--- config.mk ---
export PLATFORM = sky130hd
export DESIGN_NAME = csr_unit_m
export DESIGN_NICKNAME = d
export VERILOG_FILES = /design/src/rtl/csr_pkg.sv /design/src/rtl/csr_counter.sv /design/src/rtl/csr_unit_m.sv
export SDC_FILE = /design/constraint.sdc
export NUM_CORES = 1
export LEC_CHECK = 0
export CAP_MARGIN = 20
export CORE_ASPECT_RATIO = 1.75
export CORE_MARGIN = 3
export CORE_UTILIZATION = 45
export CTS_CLUSTER_DIAMETER = 30
export DETAILED_ROUTE_END_ITERATION = 6
export DONT_BUFFER_PORTS = 1
export PLACE_DENSITY_LB_ADDON = 0.25
export SLEW_MARGIN = 10
export SYNTH_ARGS = -nofsm -noshare
export SYNTH_HDL_FRONTEND = slang
export SYNTH_SLANG_ARGS = --single-unit
--- constraint.sdc ---
create_clock -name clk_i -period 2.4 [get_ports clk_i]
set_input_delay 0 -clock clk_i [delete_from_list [all_inputs] [get_ports clk_i]]
set_output_delay 0 -clock clk_i [all_outputs]
set_load 0.01 [all_outputs]
--- src/rtl/csr_pkg.sv ---
// Shared definitions for the machine-mode CSR unit: CSR addresses, funct3 op
// codes and mstatus bit positions.
package csr_pkg;

  localparam logic [11:0] CSR_MSTATUS   = 12'h300;
  localparam logic [11:0] CSR_MIE       = 12'h304;
  localparam logic [11:0] CSR_MTVEC     = 12'h305;
  localparam logic [11:0] CSR_MSCRATCH  = 12'h340;
  localparam logic [11:0] CSR_MEPC      = 12'h341;
  localparam logic [11:0] CSR_MCAUSE    = 12'h342;
  localparam logic [11:0] CSR_MCYCLE    = 12'hB00;
  localparam logic [11:0] CSR_MINSTRET  = 12'hB02;
  localparam logic [11:0] CSR_MCYCLEH   = 12'hB80;
  localparam logic [11:0] CSR_MINSTRETH = 12'hB82;

  localparam int MSTATUS_MIE  = 3;
  localparam int MSTATUS_MPIE = 7;

  typedef enum logic [2:0] {
    CSR_OP_RW  = 3'b001,
    CSR_OP_RS  = 3'b010,
    CSR_OP_RC  = 3'b011,
    CSR_OP_RWI = 3'b101,
    CSR_OP_RSI = 3'b110,
    CSR_OP_RCI = 3'b111
  } csr_op_t;

endpackage

--- src/rtl/csr_counter.sv ---
// Free-running counter of width CNT_W with 32-bit half writes.
// A write to either half replaces that half and suppresses the increment
// for this cycle; the count wraps to zero after all-ones.
module csr_counter #(
  parameter int CNT_W = 64
) (
  input  logic             clk_i,
  input  logic             rst_i,
  input  logic             inc_i,
  input  logic             wr_lo_i,
  input  logic             wr_hi_i,
  input  logic [31:0]      wdata_i,
  output logic [CNT_W-1:0] value_o
);

  logic [CNT_W-1:0] value_q, value_d;
  logic [63:0]      merged;

  // Next count: half-write replaces bits, otherwise optional increment.
  always_comb begin
    merged  = 64'(value_q);
    value_d = value_q;
    if (wr_lo_i || wr_hi_i) begin
      if (wr_lo_i) merged[31:0]  = wdata_i;
      if (wr_hi_i) merged[63:32] = wdata_i;
      value_d = merged[CNT_W-1:0];
    end else if (inc_i) begin
      value_d = value_q + CNT_W'(1);
    end
  end

  // Counter register with synchronous reset.
  always_ff @(posedge clk_i) begin
    if (rst_i) value_q <= '0;
    else       value_q <= value_d;
  end

  assign value_o = value_q;

endmodule

--- src/rtl/csr_unit_m.sv ---
// Machine-mode CSR unit: mstatus (MIE/MPIE), mie, mtvec, mscratch, mepc,
// mcause, with trap/mret stacking and illegal-access detection.
// Optional mcycle/minstret counters are built when CSR_COUNTERS_EN is defined;
// otherwise their addresses decode as unmapped.
module csr_unit_m
  import csr_pkg::*;
#(
  parameter int          CNT_W     = 64,
  parameter logic [31:0] MTVEC_RST = 32'h0,
  parameter logic        MTVEC_VEC = 1'b0
) (
  input  logic        clk_i,
  input  logic        rst_i,
  input  logic        trap_i,
  input  logic        mret_i,
  input  logic        retire_i,
  input  logic [2:0]  opcode_i,
  input  logic [11:0] addr_i,
  input  logic [31:0] pc_i,
  input  logic [31:0] mcause_i,
  input  logic [31:0] rs1_data_i,
  input  logic [31:0] imm_data_i,
  input  logic        write_enable_i,
  output logic [31:0] read_data_o,
  output logic        illegal_o,
  output logic [31:0] mie_o,
  output logic [31:0] mepc_o,
  output logic [31:0] mtvec_o,
  output logic        irq_en_o
);

  logic        mstatus_mie_q, mstatus_mie_d;
  logic        mstatus_mpie_q, mstatus_mpie_d;
  logic [31:0] mie_q, mie_d;
  logic [31:0] mtvec_q, mtvec_d;
  logic [31:0] mscratch_q, mscratch_d;
  logic [31:0] mepc_q, mepc_d;
  logic [31:0] mcause_q, mcause_d;

  logic [31:0] operand, old_val, wdata;
  logic        mapped, op_valid, is_rw, wr_intent, read_only, csr_wr;

`ifdef CSR_COUNTERS_EN
  logic [CNT_W-1:0] mcycle_val, minstret_val;
  logic [63:0]      mcycle_ext, minstret_ext;
  assign mcycle_ext   = 64'(mcycle_val);
  assign minstret_ext = 64'(minstret_val);
`else
  logic unused_retire;
  assign unused_retire = retire_i;
`endif

  assign operand = opcode_i[2] ? imm_data_i : rs1_data_i;

  // Address decode and read mux (pre-edge value of the addressed CSR).
  always_comb begin
    mapped  = 1'b1;
    old_val = 32'h0;
    case (addr_i)
      CSR_MSTATUS: begin
        old_val[MSTATUS_MIE]  = mstatus_mie_q;
        old_val[MSTATUS_MPIE] = mstatus_mpie_q;
      end
      CSR_MIE:       old_val = mie_q;
      CSR_MTVEC:     old_val = mtvec_q;
      CSR_MSCRATCH:  old_val = mscratch_q;
      CSR_MEPC:      old_val = mepc_q;
      CSR_MCAUSE:    old_val = mcause_q;
`ifdef CSR_COUNTERS_EN
      CSR_MCYCLE:    old_val = mcycle_ext[31:0];
      CSR_MCYCLEH:   old_val = mcycle_ext[63:32];
      CSR_MINSTRET:  old_val = minstret_ext[31:0];
      CSR_MINSTRETH: old_val = minstret_ext[63:32];
`endif
      default:       mapped  = 1'b0;
    endcase
  end

  // Operation decode and the value an accepted write would store.
  always_comb begin
    op_valid = 1'b1;
    is_rw    = 1'b0;
    wdata    = old_val;
    case (opcode_i)
      CSR_OP_RW, CSR_OP_RWI: begin
        is_rw = 1'b1;
        wdata = operand;
      end
      CSR_OP_RS, CSR_OP_RSI: wdata = old_val | operand;
      CSR_OP_RC, CSR_OP_RCI: wdata = old_val & ~operand;
      default:               op_valid = 1'b0;
    endcase
  end

  // Set/clear with a zero operand is a pure read, so it may target read-only space.
  assign wr_intent   = op_valid && (is_rw || (operand != 32'h0));
  assign read_only   = (addr_i[11:10] == 2'b11);
  assign illegal_o   = write_enable_i && (!mapped || (read_only && wr_intent));
  assign csr_wr      = write_enable_i && !illegal_o && wr_intent;
  assign read_data_o = illegal_o ? 32'h0 : old_val;

  // Next-state for each CSR: trap > CSR write > mret.
  always_comb begin
    mstatus_mie_d  = mstatus_mie_q;
    mstatus_mpie_d = mstatus_mpie_q;
    mie_d          = mie_q;
    mtvec_d        = mtvec_q;
    mscratch_d     = mscratch_q;
    mepc_d         = mepc_q;
    mcause_d       = mcause_q;

    if (trap_i) begin
      mstatus_mpie_d = mstatus_mie_q;
      mstatus_mie_d  = 1'b0;
    end else if (csr_wr && addr_i == CSR_MSTATUS) begin
      mstatus_mie_d  = wdata[MSTATUS_MIE];
      mstatus_mpie_d = wdata[MSTATUS_MPIE];
    end else if (mret_i) begin
      mstatus_mie_d  = mstatus_mpie_q;
      mstatus_mpie_d = 1'b1;
    end

    if (trap_i)                            mepc_d = {pc_i[31:2], 2'b00};
    else if (csr_wr && addr_i == CSR_MEPC) mepc_d = {wdata[31:2], 2'b00};

    if (trap_i)                              mcause_d = mcause_i;
    else if (csr_wr && addr_i == CSR_MCAUSE) mcause_d = wdata;

    if (csr_wr && addr_i == CSR_MIE)      mie_d      = wdata;
    if (csr_wr && addr_i == CSR_MSCRATCH) mscratch_d = wdata;
    if (csr_wr && addr_i == CSR_MTVEC)
      mtvec_d = MTVEC_VEC ? wdata : {wdata[31:2], 2'b00};
  end

  // CSR registers with synchronous reset; a reset drops any pending write.
  always_ff @(posedge clk_i) begin
    if (rst_i) begin
      mstatus_mie_q  <= 1'b0;
      mstatus_mpie_q <= 1'b0;
      mie_q          <= 32'h0;
      mtvec_q        <= MTVEC_RST;
      mscratch_q     <= 32'h0;
      mepc_q         <= 32'h0;
      mcause_q       <= 32'h0;
    end else begin
      mstatus_mie_q  <= mstatus_mie_d;
      mstatus_mpie_q <= mstatus_mpie_d;
      mie_q          <= mie_d;
      mtvec_q        <= mtvec_d;
      mscratch_q     <= mscratch_d;
      mepc_q         <= mepc_d;
      mcause_q       <= mcause_d;
    end
  end

`ifdef CSR_COUNTERS_EN
  csr_counter #(.CNT_W(CNT_W)) u_mcycle (
    .clk_i   (clk_i),
    .rst_i   (rst_i),
    .inc_i   (1'b1),
    .wr_lo_i (csr_wr && addr_i == CSR_MCYCLE),
    .wr_hi_i (csr_wr && addr_i == CSR_MCYCLEH),
    .wdata_i (wdata),
    .value_o (mcycle_val)
  );

  csr_counter #(.CNT_W(CNT_W)) u_minstret (
    .clk_i   (clk_i),
    .rst_i   (rst_i),
    .inc_i   (retire_i),
    .wr_lo_i (csr_wr && addr_i == CSR_MINSTRET),
    .wr_hi_i (csr_wr && addr_i == CSR_MINSTRETH),
    .wdata_i (wdata),
    .value_o (minstret_val)
  );
`endif

  assign mie_o    = mie_q;
  assign mepc_o   = mepc_q;
  assign mtvec_o  = mtvec_q;
  assign irq_en_o = mstatus_mie_q;

endmodule
==> run metrics, run 1 <==
period utilization=96.1%; worst r2r src=mtvec_o[31]; Worst Hold End=mscratch_q[1]; Die Ht=206 um; share of flip-flops with an asynchronous set or reset=0%; largest net degree at the start of global routing=approximately 130; Clock Path Buffers=2; # fillers=~2,100; hold_sp=opcode_i[1]; Synth top cells by count=158 x dfxtp_1, 126 x o21ai_0, 124 x a21oi_1, 108 x clkbuf_1, 96 x nand3_1; Buffers on Ports=0; depth of the CTS H-tree=4; first-pass GRT wire length=68.7 mm; relative slew slack=between 30 and 40%; DP Area=around 11,000 um^2; fmax=434 MHz; final worst slack=around 0.094 ns; initial DRC count=roughly 1,500; R2R Path End=mcause_q[31]; Worst Hold Class=in -> reg; largest family of logic cells by synthesized area=compound AO/OA/AOI/OAI gates; Setup WS pre-CTS=0.246 ns; area share of the largest cell type after synthesis=30.8%; vias in the first global route=between 10,000 and 15,000; final core utilization=55.9%; hold_ws=between 0.02 and 0.025 ns; total track usage=a little over a third; fin. max-slew vios=0; max capacitance violation total=0; R2R depth=6; #FFs+latches synth=158; Antenna diodes=0; CP required=2.73 ns; Yosys top cell by area=dfxtp_1; Yosys Warn Count=0; Ports=279; grt total ovfl=0; Crit path arrival time=2.63 ns; Mean Syn Cell Area=7.82 um^2; Post-Syn Area=~10,000 um^2; post-DP HPWL=29.0 mm; Detailed Route WL=approximately 46 mm; post-route cell area=approximately 12,000 um^2; crit path time final=between 2 and 2.5 ns; cell area power density=approximately 530 nW/um^2; synth top area cells=dfxtp_1 31%, o21ai_0 6.1%, a21oi_1 6.0%, nand3_1 4.7%, a311oi_1 4.5%; average wire per standard cell=27.5 um; Setup Total Neg Slack=0 ns; drt pass-1 iters=6; Root Driver=clkbuf_16; P&R area growth vs syn=21.1%; final-report setup violation count=0; Worst VDD drop=about 0.41 mV; status=finished, final reports clean; LEAKAGE=4.17 nW; Vias/cell=6.98; die area=24,800 um^2; post-synthesis cell count=between 1,000 and 1,500; Critical Path Start Type=flip-flop; xor/xnor cell area share of the yosys netlist=under 10%; post-synthesis adder-cell area fraction=0%; TritonCTS clock tree=yes; Synth Area in Simple Gates=between 20% and 30%; initial core utilization=46.2%; ANT nets after route=0; Worst Max-Slew Pin Slew=0.918 ns; core box area=around 22,000 um^2; Hold Crit Depth=4; Die X=around 120 um; critical path class=reg -> reg; Clock transition at path regs=about 0.07 ns; clk sinks=between 150 and 200; antenna violations before repair=0; post-synthesis sequential area ratio=between 30% and 40%; synth unique cells=slightly below 70; DRC=0; TritonCTS buffer count=17; row count=72; CP Max Fanout=5; number of synthesized flops with an enable pin=0; clock skew=around 0.012 ns; CP Capture Type=flip-flop; proportion of synthesized area in mux cells=4.13%; vias=roughly 12,000; predominant post-synthesis flop cell=dfxtp_1; net count reported at finish=1,507; complex-gate fraction of the synthesized area=approximately 31%; Final Hold Fails=0; routability cong.=0.907; top-count cell post-synth=dfxtp_1; Worst-Skew Late Latency=roughly 0.44 ns; register-to-register setup slack=roughly 0.094 ns; layout cells sized above 1=between 10% and 20%
==> where the power goes <==
part	total (mW)	internal, mW	switching (mW)	leakage [nW]
clock	2.83	1.57	1.27	0.292
combinational	0.948	0.410	0.537	2.59
sequential	2.77	2.69	0.0761	1.29
total	6.55	4.67	1.88	4.17
==> cells in the final DEF, fill, tap and decap left out, drive strengths merged, types with 27 or more instances in the layout <==
cell type / count
buf: 83
mux2: 27
a311oi: 53
nand2: 89
and2: 28
nand4: 59
xnor2: 27
o31ai: 54
dlygate4sd3: 97
nor2: 83
a21oi: 124
nand3: 96
a32oi: 28
o21ai: 127
nand3b: 54
dfxtp: 158
==> worst max path at each step <==
stage | start | end | slack (ns)
global placement | addr_i[4] | mcause_q[2] | 0.30
detailed placement | addr_i[4] | mcause_q[4] | 0.25
CTS | mepc_o[3] | mscratch_q[3] | 0.07
finish | mtvec_o[31] | mcause_q[31] | 0.09
floorplan | imm_data_i[2] | mcause_q[31] | 0.52
global route | mie_o[25] | mcause_q[25] | -0.03
==> worst max-delay path: stages (launching register included) <==
cell and delay, ns:
dfxtp_1 0.38, a221o_1 0.35, a32o_1 0.30, a2bb2oi_2 0.18
nor4_1 0.28, a2111oi_2 0.09, dlygate4sd3_1 0.61
==> cell families after synthesis <==
group / after synthesis
mux: 39
simple gates: 468
xor+xnor: 32
other cells: 1
buf+inv: 167
compound gates: 449
flops: 158
==> area by class of cell <==
cell class                      instances  area (um^2)  area share (%)
Clock inverter                         15          175            1.41
Multi-Input combinational cell        992         6450            51.8
Sequential cell                       158         3170            25.4
Clock buffer                           17          425            3.42
Timing Repair Buffer                  181         1830            14.7
Tap cell                              296          370            2.98
Inverter                                8         32.5           0.261
==> flip-flops by register name (all words and copies together) (netlist names) <==
name            flops
irq_en_o            1
mcause_q           32
mepc_o             30
mie_o              32
mscratch_q         32
mstatus_mpie_q      1
mtvec_o            30
==> layer usage <==
layer  part of all wire (%)  GRT usage (%)  vias up
met5                      0              0        -
met4                    6.3           20.5        0
met3                     11           9.31      194
met2                     47           59.2      841
met1                     36           42.3     5551
li1                       -              -     5056
==> metrics by stage <==
step / power (mW) / cells
6_report: 6.55 / 1667
5_1_grt: 6.75 / 1667
4_1_cts: 6.53 / 1661
3_5_place_dp: 3.56 / 1528
3_3_place_gp: 3.55 / 1528
2_1_floorplan: 3.43 / 1317
==> timing repair <==
action | CTS | global route
endpoints found under the hold margin | 158 | 0
buffers inserted | 0 | 6
resized for setup | 0 | 7
endpoints found under the setup margin | 0 | 13
hold buffers | 101 | 0
No activity file was read; power rests on OpenSTA's default activity.
==> run 2: changes to the inputs <==
--- a/config.mk
+++ b/config.mk
@@ -8,10 +8,11 @@
 export CAP_MARGIN = 20
 export CORE_ASPECT_RATIO = 1.75
 export CORE_MARGIN = 3
-export CORE_UTILIZATION = 45
+export CORE_UTILIZATION = 60
 export CTS_CLUSTER_DIAMETER = 30
 export DETAILED_ROUTE_END_ITERATION = 6
 export DONT_BUFFER_PORTS = 1
+export GPL_TIMING_DRIVEN = 0
 export PLACE_DENSITY_LB_ADDON = 0.25
 export SLEW_MARGIN = 10
 export SYNTH_ARGS = -nofsm -noshare
==> constraint.sdc (replaced) <==
create_clock -name clk_i -period 2.5 [get_ports clk_i]
set_input_delay 0 -clock clk_i [delete_from_list [all_inputs] [get_ports clk_i]]
set_output_delay 0 -clock clk_i [all_outputs]
set_load 0.01 [all_outputs]
==> run 2 against run 1 <==
The run now ends with setup timing left. Power fell by 1.0%. Critical path type is now in -> reg. Non-clock buffer count grew 45. Combinational power is 9% higher. Sequential cell count unchanged. Critical endpoint is now mcause_q[7]. Via count increased by 8.8%. First-iteration DRC count up 36%. Cell count fell by 1.4%. Wire length grew 14%.
==> run metrics, run 2 (synthesized netlist as in run 1, its figures left out) <==
status=finished with violations (was finished, final reports clean); failing checks=setup timing; Die Ht=179 um (was 206 um); CP Capture Type=flip-flop (unchanged); layout cells sized above 1=10.8% (was 14.3%); post-DP HPWL=37.3 mm (was 29.0 mm); Ports=279 (unchanged); CP required=2.85 ns (was 2.73 ns); Clock Path Buffers=2 (unchanged); Vias/cell=7.70 (was 6.98); Setup Total Neg Slack=-0.0261 ns (was 0 ns); LEAKAGE=3.80 nW (was 4.17 nW); antenna violations before repair=4 (was 0); average wire per standard cell=31.8 um (was 27.5 um); initial DRC count=1,980 (was 1,460); net count reported at finish=1,552 (was 1,507); clk sinks=158 (unchanged); core box area=16,600 um^2 (was 22,300 um^2); DP Area=10,600 um^2 (was 10,700 um^2); Final Hold Fails=0 (unchanged); Worst Max-Slew Pin Slew=1.07 ns (was 0.918 ns); Crit path arrival time=2.87 ns (was 2.63 ns); drt pass-1 iters=7 (was 6); row count=62 (was 72); Worst Hold Class=in -> reg (unchanged); first-pass GRT wire length=75.1 mm (was 68.7 mm); initial core utilization=61.9% (was 46.2%); P&R area growth vs syn=15.8% (was 21.1%); vias=12,700 (was 11,600); crit path time final=roughly 2.5 ns; fin. max-slew vios=0 (unchanged); DRC=0 (unchanged); R2R depth=7 (was 6); depth of the CTS H-tree=4 (unchanged); largest net degree at the start of global routing=17 (was 131); commonest non-fill, non-tap cell in the layout=dfxtp_1 (unchanged); post-route cell area=11,900 um^2 (was 12,400 um^2); most frequent cells in the layout=158 x dfxtp_1, 126 x o21ai_0, 124 x a21oi_1 (was 156 x dfxtp_1, 125 x o21ai_0, 124 x a21oi_1); Critical Path Start Type=input pin (was flip-flop); Hold Crit Depth=3 (was 4); Worst VDD drop=0.524 mV (was 0.415 mV); final-report setup violation count=1 (was 0); period utilization=101%; Die X=105 um (was 120 um); vias in the first global route=12,400 (was 11,400); Detailed Route WL=52.2 mm (was 45.9 mm); RSZ-0062 raised after global routing=yes; Buffers on Ports=0 (unchanged); cell area power density=545 nW/um^2 (was 527 nW/um^2); routability cong.=1.08 (was 0.907); Root Driver=clkbuf_16 (unchanged); Clock transition at path regs=0.07 ns (about the same); clock skew=0.0117 ns (was 0.0121 ns); critical path class=in -> reg (was reg -> reg); CP Max Fanout=10 (was 5); relative slew slack=28.0% (was 38.8%); die area=18,800 um^2 (was 24,800 um^2); grt total ovfl=0 (unchanged); max capacitance violation total=0 (unchanged); fmax=roughly 400 MHz; ANT nets after route=0 (unchanged); final core utilization=71.7% (was 55.9%); total track usage=53.4% (was 36.0%); final worst slack=-0.0261 ns (was 0.0941 ns); TritonCTS buffer count=17 (unchanged); Worst-Skew Late Latency=0.46 ns (was 0.44 ns); TritonCTS clock tree=yes (unchanged)
==> run 2: changes by cell type in the layout (fill, tap and decap cells not counted), sizes merged <==
cell          before  now
clkbuf            17  128
buf               83   52
dlymetal6s4s       1    0
inv               16   10
diode              0    4
clkinvlp           1    3
dlygate4sd3       97   67
==> run 2: layout make-up <==
type / count / area (um^2)
Multi-Input combinational cell: 992 / 6420
Clock buffer: 21 / 480
Clock inverter: 11 / 131
Timing Repair Buffer: 67 / 671
Buffer: 159 / 712
Antenna cell: 4 / 10.0
Fill cell: 1446 / 4710
Sequential cell: 158 / 3160
Inverter: 8 / 30.0
Tap cell: 224 / 280
==> run 2: routing by layer <==
metal,track usage (%),part of all wire [%],vias up
met2,82.4,44,1282
met3,20.6,15,465
met1,54.9,30,5768
met4,51.0,12,2
li1,-,-,5147
met5,0.275,0.013,-
==> run 2: power breakdown <==
group | internal (mW) | switching, mW
registers | 2.59 | 0.0792
logic | 0.361 | 0.669
clock network | 1.59 | 1.20
==> run 2: worst max-delay path: stages <==
cell and delay, ns:
buf_2 0.21, nor4_1 0.48, nand4_1 0.29, nor4_2 0.28, o211a_1 0.23, buf_4 0.17, buf_6 0.19, nor2_1 0.14
o311a_1 0.31, dlygate4sd3_1 0.56
==> run 2: final timing paths <==
| path | startpoint | end | slack (ns) |
|---|---|---|---|
| max reg2reg | mtvec_o[7] | mcause_q[7] | 0.01 |
| min reg2reg | mscratch_q[23] | mscratch_q[23] | 0.47 |
| max | opcode_i[2] | mcause_q[7] | -0.03 |
| min | trap_i | mstatus_mpie_q | 0.04 |
==> run 2: timing repair <==
action	in CTS	in global routing
gates resized for setup	0	11
buffers inserted	0	0
endpoints found under the hold margin	66	2
setup endpoints to repair	0	58
hold buffers	66	1
==> run 2: per-stage QoR <==
step / power [mW] / cells / worst slack [ns] / hold slack, ns
2_1_floorplan: 3.29 / 1317 / 0.622 / 0.106
4_1_cts: 6.34 / 1639 / 0.0732 / 0.0242
3_5_place_dp: 3.59 / 1541 / -0.311 / 0.134
6_report: 6.48 / 1644 / -0.0261 / 0.0410
5_1_grt: 6.54 / 1644 / -0.0483 / 0.0599
3_3_place_gp: 3.58 / 1541 / -0.315 / 0.127
